--- src/rtl/prbs_ber_ctrl.sv ---
// PRBS bit-error-rate sequencer: baud tick generation, latency search over a
// reference delay line, then bit/error counting for a programmed symbol count.
module prbs_ber_ctrl #(
    parameter int BAUD_DIV = 4,
    parameter int SYNC_WIN = 16,
    parameter int DLY_W    = 3,
    parameter int NSYM_W   = 16,
    parameter int ERR_W    = 16
) (
    input  logic              i_clk,
    input  logic              i_reset,
    input  logic              i_start,
    input  logic [NSYM_W-1:0] i_n_symbols,
    input  logic              i_ref_bit,
    input  logic              i_rx_bit,
    output logic              o_enable,
    output logic              o_busy,
    output logic              o_done,
    output logic              o_sync_ok,
    output logic [DLY_W-1:0]  o_delay,
    output logic [NSYM_W-1:0] o_bit_count,
    output logic [ERR_W-1:0]  o_err_count
);

    localparam int LINE_W = (1 << DLY_W) - 1;
    localparam int DIV_W  = (BAUD_DIV > 2) ? $clog2(BAUD_DIV) : 1;
    localparam int WIN_W  = $clog2(SYNC_WIN + 1);
    localparam logic [DLY_W-1:0] D_MAX = '1;

    typedef enum logic [1:0] {S_IDLE, S_SYNC, S_RUN, S_DONE} state_t;

    state_t              state, state_nx;
    logic [DIV_W-1:0]    div_cnt;
    logic [LINE_W-1:0]   dline;
    logic [DLY_W-1:0]    cand_d;
    logic [WIN_W-1:0]    win_cnt;
    logic                err_flag;
    logic [NSYM_W-1:0]   n_lat;
    logic                accept, active, active_nx, dref, mism, flag_nx, win_last;
    logic [NSYM_W-1:0]   bit_inc;

    assign accept    = ((state == S_IDLE) || (state == S_DONE)) && i_start;
    assign active    = (state == S_SYNC) || (state == S_RUN);
    assign active_nx = (state_nx == S_SYNC) || (state_nx == S_RUN);
    assign o_enable  = active && (div_cnt == DIV_W'(BAUD_DIV - 1));
    assign o_busy    = active;
    assign o_done    = (state == S_DONE);
    assign win_last  = (win_cnt == WIN_W'(SYNC_WIN - 1));
    assign bit_inc   = o_bit_count + 1'b1;

    // Candidate 0 is the undelayed reference; line[0] holds the newest bit.
    always_comb begin
        dref = i_ref_bit;
        if (cand_d != '0) dref = dline[cand_d - 1'b1];
    end

    assign mism    = o_enable && (i_rx_bit ^ dref);
    assign flag_nx = err_flag | mism;

    always_ff @(posedge i_clk or posedge i_reset) begin
        if (i_reset) state <= S_IDLE;
        else         state <= state_nx;
    end

    always_comb begin
        state_nx = state;
        case (state)
            S_IDLE, S_DONE: if (i_start) state_nx = S_SYNC;
            S_SYNC: begin
                if (o_enable && win_last) begin
                    if (!flag_nx)             state_nx = S_RUN;
                    else if (cand_d == D_MAX) state_nx = S_DONE;
                end
            end
            S_RUN: begin
                if (n_lat == '0)                         state_nx = S_DONE;
                else if (o_enable && (bit_inc == n_lat)) state_nx = S_DONE;
            end
            default: state_nx = S_IDLE;
        endcase
    end

    always_ff @(posedge i_clk or posedge i_reset) begin
        if (i_reset) begin
            div_cnt     <= '0;
            dline       <= '0;
            cand_d      <= '0;
            win_cnt     <= '0;
            err_flag    <= 1'b0;
            n_lat       <= '0;
            o_sync_ok   <= 1'b0;
            o_delay     <= '0;
            o_bit_count <= '0;
            o_err_count <= '0;
        end else if (accept) begin
            div_cnt     <= '0;
            cand_d      <= '0;
            win_cnt     <= '0;
            err_flag    <= 1'b0;
            n_lat       <= i_n_symbols;
            o_sync_ok   <= 1'b0;
            o_delay     <= '0;
            o_bit_count <= '0;
            o_err_count <= '0;
        end else begin
            // The divider parks at 0 whenever the next state is not counting.
            if (!active_nx || o_enable) div_cnt <= '0;
            else                        div_cnt <= div_cnt + 1'b1;

            if (o_enable) dline <= LINE_W'({dline, i_ref_bit});

            if (state == S_SYNC && o_enable) begin
                if (win_last) begin
                    if (!flag_nx) begin
                        o_sync_ok <= 1'b1;
                        o_delay   <= cand_d;
                    end else if (cand_d != D_MAX) begin
                        cand_d   <= cand_d + 1'b1;
                        win_cnt  <= '0;
                        err_flag <= 1'b0;
                    end
                end else begin
                    win_cnt  <= win_cnt + 1'b1;
                    err_flag <= flag_nx;
                end
            end

            if (state == S_RUN && o_enable && n_lat != '0) begin
                o_bit_count <= bit_inc;
                if (mism && o_err_count != '1) o_err_count <= o_err_count + 1'b1;
            end
        end
    end

endmodule

--- config.mk ---
export PLATFORM = sky130hd
export DESIGN_NAME = prbs_ber_ctrl
export DESIGN_NICKNAME = d
export VERILOG_FILES = /design/src/rtl/prbs_ber_ctrl.sv
export SDC_FILE = /design/constraint.sdc
export NUM_CORES = 1
export LEC_CHECK = 0
export ABC_AREA = 1
export CAP_MARGIN = 15
export CORE_MARGIN = 10
export CORE_UTILIZATION = 55
export DETAILED_ROUTE_END_ITERATION = 8
export PLACE_DENSITY = 0.81
export SYNTH_ARGS = -nofsm -noshare
export SYNTH_HDL_FRONTEND = slang
export SYNTH_SLANG_ARGS = --single-unit
--- constraint.sdc ---
create_clock -name i_clk -period 4.8 [get_ports i_clk]
set_input_delay 0.96 -clock i_clk [delete_from_list [all_inputs] [get_ports i_clk]]
set_output_delay 0.96 -clock i_clk [all_outputs]
set_load 0.05 [all_outputs]
; ---- After elaboration in Yosys (flattened, before gate mapping)
; Index checks and enable logic that the tools add are counted.
[word_totals]
elab_cells = 105
register_bits = 72
out_inout_bits = 39
[op_classes]
eq_ne = 14
reduce_logical = 30
add_sub_neg = 6
bitwise = 3
muxes = 40
order_cmp = 1
[op_table]
columns = cell, n
row1 = $mux W16, 5
row2 = $add A16 B1 Y16 const B, 2
row3 = $mux W3, 9
row4 = $mux W5, 5
row5 = $eq A16 B16 Y1, 1
row6 = $logic_not A16 Y1, 1
row7 = $mux W2, 8
row8 = $ne A16 B16 Y1 const B, 1
row9 = $reduce_bool A16 Y1, 1
row10 = $reduce_bool A2 Y1, 6
row11 = $mux W1, 11
row12 = $logic_and A1 B1 Y1, 9
row13 = $eq A2 B2 Y1 const B, 4
row14 = $ne A3 B3 Y1 const B, 2
row15 = $pmux W2 S3, 1
row16 = $reduce_and A3 Y1, 2
row17 = $add A5 B1 Y5 const B, 1
row18 = $eq A5 B4 Y1 const B, 1
row19 = $eq A2 B1 Y1 const B, 2
row20 = $logic_or A1 B1 Y1, 4
row21 = $lt A3 B4 Y1 const B, 1
row22 = $reduce_and A2 Y1, 2
row23 = $reduce_and A4 Y1, 1
row24 = $add A3 B1 Y3 const B, 1
row25 = other kinds (13), 13

; ---- Longest topological paths before layout
[logic_depth]
depth_word = 16
mapped_depth = 19
ltp_nobuf = 19

; ---- Worst setup path before layout
; OpenSTA, ideal clock, no wires.
[synth_path]
path_type = flip-flop to flip-flop
start = reg state[0]
end = reg err_flag
synth_period_minus_slack_ns = 2.586
arrival_time_ns = 2.508
setup_ns = 0.077
path_slack_ns = 2.214
required_time_ns = 4.723
path_stages_with_launch = 14
cell_sequence = dfrtp_1 inv_1 ha_1 inv_2 nand2_1 clkinv_1 nand3_2 nand2_1 inv_1 o21ai_2 o21ai_2 buf_4 a21oi_1 a21oi_1
[synth_between]
elab_chain_len = 8
word_cells_on_any_way = 18
classes_between = eq/ne: 5 / mux: 3 / bitwise: 1 / reduce/logical: 9
[synth_lines]
columns = element, line_no
row1 = from (decl), 32  ; state_t state, state_nx;
row2 = from (signal assigned), 62  ; else state <= state_nx;
row3 = $eq A2 B1 Y1 or $eq A2 B2 Y1 (tied branches), 43  ; assign active = (state == S_SYNC) || (state == S_RUN);
row4 = $logic_or A1 B1 Y1 *, 43
row5 = net o_busy, 17  ; output logic o_busy,
row6 = $logic_and A1 B1 Y1 *, 45  ; assign o_enable = active && (div_cnt == DIV_W'(BAUD_DIV - 1));
row7 = net o_enable, 16  ; output logic o_enable,
row8 = $logic_and A1 B1 Y1, 57  ; assign mism = o_enable && (i_rx_bit ^ dref);
row9 = $or A1 B1 Y1, 58  ; assign flag_nx = err_flag | mism;
row10 = $mux W1, 113  ; if (win_last) begin
row11 = $mux W1, 112  ; if (state == S_SYNC && o_enable) begin
row12 = $mux W1, 95  ; end else if (accept) begin
row13 = to (signal assigned), 124  ; err_flag <= flag_nx;
row14 = to (decl), 37  ; logic err_flag;
; Mark *: on every way through the listed nets, which the timed path passes. The rest lies on a longest branch. The select of a mux whose other input is x is not followed.
; A chain may end at the register's enable or synchronous reset.

; ---- Worst setup path after layout
[layout_path]
start = reg state[0]
end = out o_enable
[layout_between]
elab_chain_len = 3
word_cells_on_any_way = 4
classes_between = eq/ne: 2 / reduce/logical: 2
[layout_lines]
columns = element, line_no
row1 = $eq A2 B1 Y1 or $eq A2 B2 Y1 (tied branches), 43
row2 = $logic_or A1 B1 Y1 *, 43
row3 = $logic_and A1 B1 Y1 *, 45
row4 = to (decl), 16
; Mark *: on every way between the ends. The rest lies on a longest branch, timed or not.

==> run_results.csv <==
group,metric,value,unit
outcome,status,"finished, final reports clean",
pwr,power_density,453,nW/um^2
cells_and_area,area_delta_synth_final,20.3,%
clock_tree,clk_latency,0.35,ns
clock_tree,clockBufferDepth,2,
synthesis,synth-main-ff-cell,"dfrtp_1",
route,final_antenna_net_count,0,
global_routing,grt_pass1_vias,3889,
synthesis,yosysMostFrequentCell,"nand2_1",
global_routing,antenna_found_initial,0,
global_routing,gr-total-overflow,0,
synthesis,synth-seq-area-share,42.7,%
route,vias,3995,
place,routabilityCongestion,0.913,
die,fp.dieH,108,um
synthesis,synth_edf_count,0,
route,wl_per_cell,14.4,um
synthesis,syn_inst,573,
pwr,ir_drop,0.000388,V
worst_setup_path,r2r_cells,14,
worst_setup_path,critical_path_peak_fanout,15,
cells_and_area,utilization,68.9,%
sta,grt_setup_unrepaired,"false",
pwr,clockPowerShare,18.7,%
synthesis,synthArstFlopShare,100,%
synthesis,ys_ff_latch,72,
sta,clock_skew,0.0101,ns
pwr,p_switching,1.03,mW
cells_and_area,drive_gt1_share,8.28,%
synthesis,synth_commonest_cells,"154 x nand2_1, 77 x inv_1, 72 x dfrtp_1, 57 x nand3_1, 48 x o21ai_0",
die,io_pins,60,
clock_tree,htreeDepth,3,
sta,holdWs,0.484,ns
synthesis,synth.distinct_cells,30,
sta,finalSetupViolCount,0,
route,drt_iter0_drc,181,
pwr,combPwrFrac,43.6,%
sta,maxSlewViolCount,0,
job,drv_cap,0,
clock_tree,tritoncts,"built",
sta,relSlewSlack,56.7,%
place,hpwl,8020,um
route,drt-total-wl,10700,um
synthesis,yosys-top-cells-area,"dfrtp_1 43%, nand2_1 14%, inv_1 6.8%, nand3_1 6.8%, o21ai_0 5.7%",
clock_tree,cts_resized,0,
cells_and_area,n_antenna_cell,0,
sta,finalCritPeriodShare,77.0,%
place,port_buffers,59,
synthesis,yosys.area.top_type,"dfrtp_1",
clock_tree,cts_setup_buffers,0,
sta,max_freq,271,MHz
clock_tree,clock-sinks,72,
global_routing,grt_max_degree,47,
global_routing,grtUsageTotal,19.0,%
worst_setup_path,criticalPathCategory,"flip-flop to primary output",
die,core.rowCount,31,
min_path,worstHoldPathCells,2,
clock_tree,hold_buffers,0,
worst_setup_path,critPathLaunchType,"flip-flop",
clock_tree,root_buffer,"clkbuf_8",
synthesis,synth_area,4220,sq um
synthesis,yosys.area.top_type_share,42.7,%
sta,tns,0,ns
global_routing,grt_pass1_wl,18200,um
pwr,p_seq_share,37.7,%
die,start_util,57.3,%
pwr,p_leak,2.22,nW
synthesis,syn_avg_cell_area,7.37,sq um
die,die_width,108,um
synthesis,syn-num-nets,605,
worst_setup_path,worstPathArrival,2.74,ns
place,place_area,4900,sq um
route,drcViolationCount,0,
clock_tree,numCtsBuffers,9,
min_path,min_path_type,"flip-flop to flip-flop",
pwr,power.share.switching,45.0,%
worst_setup_path,critPathCaptureType,"primary output",
cells_and_area,finalNonFillerCells,739,
cells_and_area,final_cell_area,5080,sq um
sta,worst_pin_slew,0.645,ns
route,firstDrtPassIters,4,
clock_tree,cts.clk_slew.worst_paths,0.08,ns
sta,hold_viol_final,0,
die,die-area,11600,sq um
worst_setup_path,crit_required,3.84,ns
pwr,internal_power,1.26,mW
sta,period_minus_slack,3.70,ns
synthesis,ys_warn_count,0,
cells_and_area,nNetsFinal,667,
route,via_per_inst,5.41,
die,core-area,7370,sq um
place,placed_cells,723,
path summary, 6_finish.rpt:
path | start | to | slack (ns)
worst max register to register | state[0] | o_err_count[12] | 1.72
max in group asynchronous | i_reset | dline[4] | 2.81
worst min register to register | o_sync_ok | o_sync_ok | 0.48
min in group asynchronous | i_reset | o_bit_count[12] | 0.98
worst max-delay path | state[0] | o_enable | 1.10
worst min-delay path | o_sync_ok | o_sync_ok | 0.48
flip-flops by register name, indices dropped and copies added (netlist names):
register and flops:
dline 7, state 2, err_flag 1, n_lat 16
o_bit_count 16, div_cnt 2, o_sync_ok 1, cand_d 3
o_err_count 16, o_delay 3, win_cnt 5
cell families (layout without fill, tap and decap cells):
kind of cell    Yosys count  count (layout)  share of synthesized area (%)
buf+inv                  96             163                           8.86
simple gates            309             309                           33.8
xor+xnor                  8               8                           1.66
compound gates           77              77                           9.72
flops                    72              72                           42.7
fa+ha+maj                11              11                           3.26
routing by layer:
metal / wire, um / vias to the layer above / GRT usage, % / share of wire [%]
li1: - / 1985 / - / -
met4: 102 / 0 / 6.11 / 0.96
met3: 702 / 10 / 4.49 / 6.6
met5: 0 / - / 0 / 0
met1: 4520 / 1877 / 23.4 / 42
met2: 5330 / 123 / 31.8 / 50
critical path, cell delays in order, from the launching register on:
cell,delay (ns)
dfrtp_1,0.40
inv_1,0.10
ha_1,0.38
inv_2,0.06
nand2_1,0.34
clkinv_1,0.31
clkdlybuf4s50_1,0.79
per-stage QoR:
step           setup slack, ns  total power, mW
3_3_place_gp              1.58             1.84
3_5_place_dp              1.49             1.88
5_1_grt                  0.888             2.49
2_1_floorplan             2.02             1.60
6_report                  1.10             2.30
4_1_cts                   1.10             2.31
final cells by class:
cell class                 count  area (sq um)
clock inverter                 7          48.8
multi-input combinational    405          2040
timing repair buffer          62           613
inverter                      85           322
tap                           99           124
fill                         648          2290
clock buffer                   9           124
sequential                    72          1800
power by group through the flow:
stage               sequential [mW]  combinational, mW  clock, mW
floorplan                     0.903              0.695          0
detailed placement            0.874               1.00          0
CTS                           0.865               1.00      0.436
finish                        0.866               1.00      0.430
global placement              0.870              0.968          0
global route                  0.886               1.14      0.459
cells in the final DEF (no fill, tap or decap):
cell type,Yosys,routed
o31ai_1,2,2
clkinv_4,0,1
xnor2_1,4,4
and2_1,1,1
or2_2,3,3
clkinv_1,2,2
nor3_2,5,5
nand4_1,17,17
clkinvlp_4,0,4
clkdlybuf4s50_1,0,59
inv_1,77,76
xor2_1,4,4
nor2_1,40,40
nor3_1,8,8
nand3_2,3,3
nand3_1,57,57
dfrtp_1,72,72
nor4_1,7,7
o21ai_0,48,48
nand2_1,154,154
a21oi_1,16,16
ha_1,11,11
o22ai_1,8,8
inv_2,5,6
clkinv_2,0,2
inv_4,1,1
nor2_4,6,6
buf_4,1,3
o21ai_2,2,2
nor2_2,5,5
clkbuf_8,0,9
a211oi_1,1,1
nand2_2,3,3
No activity file was read; power rests on OpenSTA's default activity.
